--- src/rtl/wsg_pkg.sv ---
// Shared definitions for the multi-voice wavetable sound generator:
// register slot offsets, the sweep FSM state type and a clog2 helper.
package wsg_pkg;

  // Per-channel register slots (low three address bits).
  localparam logic [2:0] FREQ0 = 3'd0;
  localparam logic [2:0] FREQ1 = 3'd1;
  localparam logic [2:0] FREQ2 = 3'd2;
  localparam logic [2:0] FREQ3 = 3'd3;
  localparam logic [2:0] FREQ4 = 3'd4;
  localparam logic [2:0] WAVE  = 3'd5;
  localparam logic [2:0] VOL   = 3'd6;

  // Sample sweep sequencer states.
  typedef enum logic [1:0] {
    IDLE,
    SWEEP,
    DRAIN,
    OUT
  } state_t;

  // Number of bits needed to index n items (n >= 2).
  function automatic int clog2(input int n);
    int r;
    r = 0;
    while ((1 << r) < n) r++;
    return r;
  endfunction

endpackage

--- src/rtl/wsg_regfile.sv ---
// Voice register file: frequency, waveform and volume per channel.
// Nibble-wide write port on CPUCLK, channel-indexed combinational read
// port that feeds the shared sweep datapath.
module wsg_regfile
  import wsg_pkg::*;
#(
  parameter int NCH = 8,
  parameter int FW  = 20,
  parameter int CW  = 3
) (
  input  logic          CPUCLK,
  input  logic          RESET,
  input  logic          WR,
  input  logic [CW+2:0] ADRS,
  input  logic [3:0]    DATA,
  input  logic [CW-1:0] rd_ch,
  output logic [FW-1:0] rd_freq,
  output logic [2:0]    rd_wave,
  output logic [3:0]    rd_vol
);

  logic [FW-1:0] freq [NCH];
  logic [2:0]    wave [NCH];
  logic [3:0]    vol  [NCH];

  logic [CW-1:0] wr_ch;
  logic [2:0]    wr_slot;
  logic          wr_ok;
  logic [19:0]   freq_wide;
  logic [FW-1:0] freq_new;

  assign wr_ch   = ADRS[CW+2:3];
  assign wr_slot = ADRS[2:0];
  assign wr_ok   = WR && (int'(wr_ch) < NCH);

  // Merge the written nibble into a 20-bit view of the frequency, then drop bits at or above FW.
  always_comb begin
    // NOTE: every variable gets its default before the case, so no path can infer a latch.
    freq_wide = 20'(freq[wr_ch]);
    case (wr_slot)
      FREQ0:   freq_wide[3:0]   = DATA;
      FREQ1:   freq_wide[7:4]   = DATA;
      FREQ2:   freq_wide[11:8]  = DATA;
      FREQ3:   freq_wide[15:12] = DATA;
      FREQ4:   freq_wide[19:16] = DATA;
      default: ;
    endcase
    freq_new = freq_wide[FW-1:0];
  end

  // Register writes; the whole file clears on RESET.
  always_ff @(posedge CPUCLK or posedge RESET) begin
    // NOTE: sequential state uses non-blocking assignments so all flops see pre-edge values.
    if (RESET) begin
      // NOTE: this storage is built from flops rather than a RAM macro, so it can and must be reset.
      for (int i = 0; i < NCH; i++) begin
        freq[i] <= '0;
        wave[i] <= '0;
        vol[i]  <= '0;
      end
    end else if (wr_ok) begin
      case (wr_slot)
        FREQ0, FREQ1, FREQ2, FREQ3, FREQ4: freq[wr_ch] <= freq_new;
        WAVE:    wave[wr_ch] <= DATA[2:0];
        VOL:     vol[wr_ch]  <= DATA;
        default: ;
      endcase
    end
  end

  // Read port sees the pre-write value during a same-cycle write.
  assign rd_freq = freq[rd_ch];
  assign rd_wave = wave[rd_ch];
  assign rd_vol  = vol[rd_ch];

endmodule

--- src/rtl/wsg_multi.sv ---
// Multi-voice wavetable sound generator. On each sample tick the
// sequencer sweeps the voices one per cycle through a single shared
// phase adder and a single multiply-accumulate, then saturates the mix
// into an 8-bit unsigned sample.
module wsg_multi
  import wsg_pkg::*;
#(
  parameter int  NCH   = 8,
  parameter int  FW    = 20,
  parameter int  SHIFT = 2,
  localparam int CW    = clog2(NCH)
) (
  input  logic          CPUCLK,
  input  logic          RESET,
  input  logic [CW+2:0] ADRS,
  input  logic [3:0]    DATA,
  input  logic          WR,
  input  logic          SMPEN,
  output logic [7:0]    WROMADR,
  input  logic [3:0]    WROMDAT,
  output logic [7:0]    PCMOUT,
  output logic          PCMVALID,
  output logic          BUSY
);

  localparam int            MW      = 8 + CW;
  localparam logic [CW-1:0] LAST_CH = CW'(NCH - 1);

  state_t        state, state_nxt;
  logic [CW-1:0] ch;
  logic [FW-1:0] acc [NCH];

  logic [FW-1:0] rd_freq;
  logic [2:0]    rd_wave;
  logic [3:0]    rd_vol;

  logic [FW-1:0] acc_sum;
  logic [3:0]    vol_eff;
  logic [3:0]    vol_d;
  logic [7:0]    prod;
  logic [MW-1:0] mix;
  logic [MW-1:0] mix_sum;
  logic [MW-1:0] mix_shr;
  logic [7:0]    pcm_sat;

  logic start;
  logic sweep;
  logic accum;
  logic drain;

  wsg_regfile #(
    .NCH (NCH),
    .FW  (FW),
    .CW  (CW)
  ) u_regfile (
    .CPUCLK  (CPUCLK),
    .RESET   (RESET),
    .WR      (WR),
    .ADRS    (ADRS),
    .DATA    (DATA),
    .rd_ch   (ch),
    .rd_freq (rd_freq),
    .rd_wave (rd_wave),
    .rd_vol  (rd_vol)
  );

  // Shared datapath: one phase adder, one multiplier, one mix adder and the output saturator.
  always_comb begin
    acc_sum = acc[ch] + rd_freq;
    vol_eff = (rd_freq == '0) ? 4'd0 : rd_vol;
    prod    = {4'd0, vol_d} * {4'd0, WROMDAT};
    mix_sum = mix + MW'(prod);
    mix_shr = mix_sum >> SHIFT;
    pcm_sat = (mix_shr > MW'(255)) ? 8'hFF : mix_shr[7:0];
  end

  // Sequencer state register.
  always_ff @(posedge CPUCLK or posedge RESET) begin
    if (RESET) state <= IDLE;
    else       state <= state_nxt;
  end

  // Sequencer next state; SMPEN is only looked at in IDLE, so ticks during a sweep are dropped.
  always_comb begin
    state_nxt = state;
    case (state)
      IDLE:    if (SMPEN) state_nxt = SWEEP;
      SWEEP:   if (ch == LAST_CH) state_nxt = DRAIN;
      DRAIN:   state_nxt = OUT;
      OUT:     state_nxt = IDLE;
      default: state_nxt = IDLE;
    endcase
  end

  // Sequencer outputs and datapath enables decoded from the current state.
  always_comb begin
    BUSY     = (state != IDLE);
    PCMVALID = (state == OUT);
    start    = (state == IDLE) && SMPEN;
    sweep    = (state == SWEEP);
    accum    = (state == SWEEP) || (state == DRAIN);
    drain    = (state == DRAIN);
  end

  // Channel counter: walks 0..NCH-1 during SWEEP, parked at 0 otherwise.
  always_ff @(posedge CPUCLK or posedge RESET) begin
    if (RESET)                     ch <= '0;
    else if (sweep && ch != LAST_CH) ch <= ch + 1'b1;
    else                           ch <= '0;
  end

  // Phase accumulators: only the swept channel advances, and only during SWEEP.
  always_ff @(posedge CPUCLK or posedge RESET) begin
    if (RESET) begin
      for (int i = 0; i < NCH; i++) acc[i] <= '0;
    end else if (sweep) begin
      acc[ch] <= acc_sum;
    end
  end

  // Wave ROM address issued from the new phase; holds outside SWEEP.
  always_ff @(posedge CPUCLK or posedge RESET) begin
    if (RESET)      WROMADR <= '0;
    else if (sweep) WROMADR <= {rd_wave, acc_sum[FW-1 -: 5]};
  end

  // Volume delayed one cycle to line up with the ROM datum; zero when no address was issued.
  always_ff @(posedge CPUCLK or posedge RESET) begin
    if (RESET) vol_d <= '0;
    else       vol_d <= sweep ? vol_eff : 4'd0;
  end

  // Mix accumulator: cleared at sweep start, accumulates through SWEEP and DRAIN.
  always_ff @(posedge CPUCLK or posedge RESET) begin
    if (RESET)      mix <= '0;
    else if (start) mix <= '0;
    else if (accum) mix <= mix_sum;
  end

  // Output sample: loaded with the saturated final mix as the sequencer enters OUT.
  always_ff @(posedge CPUCLK or posedge RESET) begin
    if (RESET)      PCMOUT <= '0;
    else if (drain) PCMOUT <= pcm_sat;
  end

endmodule

--- config.mk ---
export PLATFORM = sky130hd
export DESIGN_NAME = wsg_multi
export DESIGN_NICKNAME = d
export VERILOG_FILES = /design/src/rtl/wsg_pkg.sv /design/src/rtl/wsg_regfile.sv /design/src/rtl/wsg_multi.sv
export SDC_FILE = /design/constraint.sdc
export NUM_CORES = 1
export LEC_CHECK = 0
export ABC_AREA = 1
export BUFFER_PORTS_ARGS = -buffer_cell sky130_fd_sc_hd__buf_4
export CAP_MARGIN = 20
export CORE_UTILIZATION = 35
export DETAILED_ROUTE_END_ITERATION = 12
export PLACE_DENSITY = 0.52
export SETUP_SLACK_MARGIN = 0.02
export SLEW_MARGIN = 20
export SYNTH_ARGS = -nofsm -noshare
export SYNTH_HDL_FRONTEND = slang
export SYNTH_SLANG_ARGS = --single-unit
--- constraint.sdc ---
create_clock -name CPUCLK -period 17.9 [get_ports CPUCLK]
set_clock_uncertainty 0.2 [all_clocks]
set_input_delay 1.79 -clock CPUCLK [delete_from_list [all_inputs] [get_ports CPUCLK]]
set_output_delay 1.79 -clock CPUCLK [all_outputs]
set_load 0.05 [all_outputs]
# After elaboration in Yosys (flattened, before gate mapping)
# Index checks and enable logic that the tools add are counted.
dict set report word_totals {
  output_inout_bits 18
  wordCells 118
  ff_bits 412
}
dict set report classes {
  eq_ne 13
  reduce_logical 15
  n_bitwise 2
  n_mul 1
  add_sub_neg 3
  n_mux 41
  n_lt_le_gt_ge 5
}
# operator n
set ops {}
lappend ops {{$bwmux W160} 2}
lappend ops {{$bmux W20 S3} 3}
lappend ops {{$mux W20} 8}
lappend ops {{$demux W20 S3} 2}
lappend ops {{$mux W4} 10}
lappend ops {{$bwmux W32} 1}
lappend ops {{$bwmux W24} 1}
lappend ops {{$mux W11} 2}
lappend ops {{$add A20 B20 Y20} 1}
lappend ops {{$logic_not A20 Y1} 1}
lappend ops {{$bmux W4 S3} 1}
lappend ops {{$demux W4 S3} 1}
lappend ops {{$eq A3 B3 Y1 const B} 4}
lappend ops {{$mux W3} 4}
lappend ops {{$add A11 B8 Y11} 1}
lappend ops {{$bmux W3 S3} 1}
lappend ops {{$demux W3 S3} 1}
lappend ops {{$gt A9 B8 Y1 const B} 1}
lappend ops {{$ge A4 B4 Y1 const B} 2}
lappend ops {{$lt A4 B1 Y1 const B} 2}
lappend ops {{$mul A4 B4 Y8} 1}
lappend ops {{$mux W8} 1}
lappend ops {{$not A3 Y4} 2}
lappend ops {{$pmux W2 S4} 1}
lappend ops {{other kinds (16)} 26}

# Longest topological paths before layout
dict set report depth {
  depth_word 7
  depth_mapped 23
  ltp_nobuf 19
}

# By module
# A second synthesis with hierarchy kept.
dict set report hier_totals {
  cells_unflattened 3233
  area_unflattened_um2 23216.0
}
# module cells_per_inst area_per_inst_um2 seq_area_each_um2 n_inst
set modules_own_cells {}
lappend modules_own_cells {wsg_regfile 1771 12064.1 5405.2 1}
lappend modules_own_cells {wsg_multi 1462 11151.9 4904.7 1}

# Worst setup path before layout
# OpenSTA, ideal clock, no wires.
dict set report synth_timing {
  kind {input port to flip-flop}
  from {input port WROMDAT[3]}
  to {register PCMOUT[5]}
  required_ns 17.577
  path_stages 16
  setup_ns 0.123
  arrival_time_ns 4.510
  slack_ns 13.067
  path_cell_list {nand2_1 -> fa_1 -> fa_1 -> fa_1 -> inv_1 -> ha_1 -> nand2_1 -> nand2_1 -> nand2_1 -> nand2_1 -> nand2_1 -> nand3_1 -> nand2_1 -> nand2_1 -> o21ai_0 -> nand2_1}
}
dict set report synth_between {
  elab_chain_cells 4
}
# element line
set synth_rtl {}
lappend synth_rtl {{from (decl)} wsg_multi.sv:20} ;# input logic [3:0] WROMDAT,
lappend synth_rtl {{$mul A4 B4 Y8 (*)} wsg_multi.sv:71} ;# prod = {4'd0, vol_d} * {4'd0, WROMDAT};
lappend synth_rtl {{$add A11 B8 Y11 (*)} wsg_multi.sv:72} ;# mix_sum = mix + MW'(prod);
lappend synth_rtl {{$gt A9 B8 Y1} wsg_multi.sv:74} ;# pcm_sat = (mix_shr > MW'(255)) ? 8'hFF : mix_shr[7:0];
lappend synth_rtl {{$mux W8 (*)} wsg_multi.sv:74}
lappend synth_rtl {{to (signal assigned)} wsg_multi.sv:143} ;# else if (drain) PCMOUT <= pcm_sat;
lappend synth_rtl {{to (decl)} wsg_multi.sv:21} ;# output logic [7:0] PCMOUT,
# Mark *: on every way between the ends. The rest lies on a longest branch, timed or not.
# A chain may end at the register's enable or synchronous reset.

# Final worst setup path
dict set report layout_timing {
  from {register ch[0]}
  to {register acc[154] (netlist name)}
}
dict set report layout_between {
  elab_chain_cells 6
  elab_cells_between_ends 14
}
# element line
set layout_rtl {}
lappend layout_rtl {{from (decl)} wsg_multi.sv:30} ;# logic [CW-1:0] ch;
lappend layout_rtl {{from (signal assigned)} wsg_multi.sv:108} ;# else if (sweep && ch != LAST_CH) ch <= ch + 1'b1;
lappend layout_rtl {{$not A3 Y4 (implied by the code) (*)} {wsg_regfile.sv:72, wsg_multi.sv:69, wsg_multi.sv:117}}
lappend layout_rtl {{$bmux W20 S3 (tied with other cells)} wsg_multi.sv:69} ;# acc_sum = acc[ch] + rd_freq;
lappend layout_rtl {{$mux W20 (implied by the code) (tied with other cells)} wsg_multi.sv:69}
lappend layout_rtl {{$mux W20 (on tied branches)} {wsg_multi.sv:69, wsg_regfile.sv:72, wsg_multi.sv:117}}
lappend layout_rtl {{$add A20 B20 Y20 or $demux W20 S3 (tied branches)} {wsg_multi.sv:69, wsg_multi.sv:117}}
lappend layout_rtl {{$bwmux W160 (*)} wsg_multi.sv:117} ;# acc[ch] <= acc_sum;
lappend layout_rtl {{to (signal, indexed assignment)} wsg_multi.sv:117}
lappend layout_rtl {{to (decl)} wsg_multi.sv:31} ;# logic [FW-1:0] acc [NCH];
# Mark *: on every way between the ends. The rest lies on a longest branch, timed or not. The select of a mux whose other input is x is not followed.

==> results.yml <==
setup_path:
  crit_path_max_incr_delay_ns: 0.87
  crit_family: "buffers and inverters"
  slowest_stage: "buf_4"
  worst-path-buf-inv: 3
  critical_path.most_common_cell: "nand2_1"
  worst_reg_to_reg_setup_slack_ns: 12.92
  worstSetupPathType: "flip-flop to flip-flop"
  timing.critical_path.from_type: "flip-flop"
  worst_setup_path_end_kind: "flip-flop"
  worst_path_cell_trace: "inv_4 > buf_4 > o21ai_0 > o2111ai_1 > ha_1 > inv_1 > fa_1 > nor2_1 > nor2_2 > o21ai_0 > nand3b_1 > nand2_1 > nand2_1 > nand3_1 > nand2_1"
  arrival_ns: 5.26
  timing.critical_path.required_ns: 18.18
  reg2reg_from: "ch[0]"
  critical_path_peak_fanout: 85
  reg2reg_to: "acc[154]"
  r2r_cells: 15
cells_and_area:
  final_layout_size_suffix_gt1_share_pct: 6.61
  finish.net_count: 3021
  antenna_cells_inserted: 0
  syn2layout_area_growth_pct: 11.0
  most-common-layout-cells: "nand2_1, dfrtp_1, nand3_1"
  layout_commonest_cell: "nand2_1"
sta:
  post-route-period-util_pct: 27.8
  grt_setup_unrepaired: "false"
  slew_headroom_pct: 30.1
  maxSlewViolCount: 0
  finalHoldWorstSlack_ns: 0.267
  layout_min_cycle_time_ns: 4.98
  tightestPinTransition_ns: 1.05
  finalHoldViolations: 0
  setup_violations: 0
  tns_ns: 0
  max_clock_freq_mhz: 201
clock_tree:
  clkSlewWorstSetupHoldPaths_ns: 0.06
  cts_max_path_buffers: 3
  tritoncts: "done"
  cts_setup_buffers: 0
  cts_max_level: 2
  clock_sinks: 412
  ctsRootBufferMaster: "clkbuf_16"
  clk-insertion-delay-late_ns: 0.59
  cts_resized: 0
  cts.hold.buffers_added: 0
  tritoncts.num_buffers: 49
floorplan:
  floorplan.core_area_um2: 63000
  die_area_um2: 64700
  dieHeight_um: 254
  ioPinCount: 36
  floorplan.die.width_um: 254
  fp-row-count: 92
  initial_utilization_pct: 35.4
logic_synthesis:
  synth_top_flop_cell: "dfrtp_1"
  yosys_warnings: 0
  synthesis.instances: 2967
  synth-edff-count: 0
  synth.yosys.seq_area_share_pct: 46.3
  syn_area_per_cell_um2: 7.51
  synth_seq_cells: 412
  async_flop_share_pct: 100
  post_synth_instance_area_um2: 22300
  synthDistinctLibCells: 45
  synth_nets: 3039
place:
  dpl.hpwl_mm: 46.7
  port_buffers: 35
  finalWeightedCongestion: 0.901
drt:
  num_vias: 20600
  postRouteWirelength_mm: 75.3
  final_antenna_net_count: 0
  drt_pre_antenna_iters: 5
  viasPerCell: 5.38
  remaining_routing_drc_violations: 0
  first_iter_violations: 1835
  routedWlPerCell_um: 19.7
power:
  report.power.total_uw: 4530
  clock_power_share_pct: 21.1
  power_per_cell_area_nw_per_um2: 183
  sw_frac_of_total_pct: 47.6
  total_switching_power_uw: 2160
  max-vdd-ir-drop_mv: 0.113
  internal-power_uw: 2380
  part_of_the_total_power_dissipated_in_sequential_elements_pct: 30.1
  leakage_uw: 0.0122
  comb_power_share_pct: 48.8
global_routing:
  gr-total-overflow: 0
  track_usage_pct: 23.7
  number_of_antenna_violations_at_the_first_check_in_global_routing: 0
  global_route_wire_length_before_repair_mm: 118
  grt_max_degree: 160
  grt_pass1_vias: 20200
min_path:
  min_path_cells: 2
  worst_hold_path_type: "flip-flop to flip-flop"
  holdCritStartpoint: "acc[22]"
  hold_path_sink: "acc[22]"
job:
  timing.max_cap.violations: 0
outcome:
  run_status: "finished, final reports clean"
==> power by group through the flow <==
stage | clock network [uW] | logic (uW) | registers (uW)
after floorplan | 0 | 1520 | 1380
after detailed placement | 0 | 2200 | 1370
after global placement | 0 | 2170 | 1370
after global routing | 1010 | 2470 | 1400
final | 957 | 2210 | 1360
after CTS | 978 | 2210 | 1360
==> worst max-delay path by stage <==
stage / slack, ns / depth (start not counted) / start / to
floorplan: 4.45 / 1 / RESET / PCMOUT[0]
global placement: 12.68 / 17 / WROMDAT[3] / PCMOUT[5]
detailed placement: 12.68 / 17 / WROMDAT[3] / PCMOUT[5]
CTS: 12.93 / 15 / ch[0] / acc[154]
global route: 12.53 / 15 / ch[0] / acc[57]
finish: 12.92 / 15 / ch[0] / acc[154]
==> Yosys cell counts, types with 2 or more instances <==
| library cell | n | share of area [%] |
|---|---|---|
| ha_1 | 44 | 2.5 |
| buf_2 | 83 | 1.9 |
| nand2_1 | 880 | 15 |
| nand4_2 | 2 | 0.11 |
| o21ai_1 | 31 | 0.70 |
| or2_1 | 3 | 0.084 |
| a31oi_1 | 3 | 0.084 |
| nand4_1 | 18 | 0.51 |
| buf_6 | 5 | 0.25 |
| dfrtp_1 | 412 | 46 |
| fa_1 | 10 | 0.90 |
| nor3_1 | 12 | 0.27 |
| o211ai_1 | 31 | 1.0 |
| o21ai_0 | 289 | 6.5 |
| nor4_4 | 2 | 0.19 |
| inv_1 | 297 | 5.0 |
| nand3b_1 | 5 | 0.17 |
| a22oi_1 | 4 | 0.13 |
| a21oi_1 | 66 | 1.5 |
| nand2_2 | 3 | 0.084 |
| nor2_1 | 191 | 3.2 |
| o22ai_1 | 62 | 1.7 |
| xnor2_1 | 7 | 0.28 |
| xor2_1 | 3 | 0.12 |
| clkbuf_1 | 39 | 0.66 |
| o21bai_1 | 4 | 0.13 |
| nor2_2 | 8 | 0.22 |
| a22o_1 | 3 | 0.12 |
| buf_4 | 9 | 0.30 |
| o221ai_1 | 2 | 0.079 |
| o21a_1 | 2 | 0.067 |
| or2_2 | 4 | 0.11 |
| nand3_1 | 376 | 8.4 |
| o2111ai_1 | 18 | 0.71 |
| inv_2 | 28 | 0.47 |
| a21o_1 | 2 | 0.067 |
==> tightest hold or removal path: stages, from the launching register on <==
cell     delay, ns
dfrtp_1       0.34
nand2_1       0.05
nand2_1       0.05
==> cells by family after synthesis <==
group | Yosys count | share of synthesized area [%]
buffers and inverters | 463 | 8.59
and+or+nand+nor | 1509 | 28.4
DFF | 412 | 46.3
xor gates and xnor gates | 10 | 0.393
AOI/OAI and AO/OA | 519 | 12.9
adders and majority gates | 54 | 3.37
==> layout make-up <==
type / count / area [um2]
clock buffers: 76 / 1460
flip-flops and latches: 412 / 10300
multi-input cells: 2092 / 10100
well taps: 846 / 1060
clock inverters: 6 / 36.3
fillers: 6531 / 38200
inverters: 326 / 1230
repair buffers: 68 / 536
==> stage by stage <==
stage,instance area (um2),setup WS [ns],utilization (%),std cells
6_report,24700,12.92,39.3,3826
4_1_cts,24700,12.93,39.3,3826
2_1_floorplan,22300,4.45,-,2967
5_1_grt,24700,12.53,39.3,3826
3_3_place_gp,23200,12.68,36.9,3744
3_5_place_dp,23200,12.68,36.9,3744
==> metal layers <==
layer,wire (um),vias up,track usage [%]
li1,-,9649,-
met1,33300,10000,31.9
met2,34500,728,38.3
met3,4910,174,3.36
met4,2610,0,9.26
met5,0,-,0
==> flip-flops by register name (all words and copies together), names as in the netlist <==
name	cells
mix	11
u_regfile.wave	24
WROMADR	8
vol_d	4
PCMOUT	8
state	2
u_regfile.freq	160
ch	3
u_regfile.vol	32
acc	160
No activity file was read; power rests on OpenSTA's default activity.
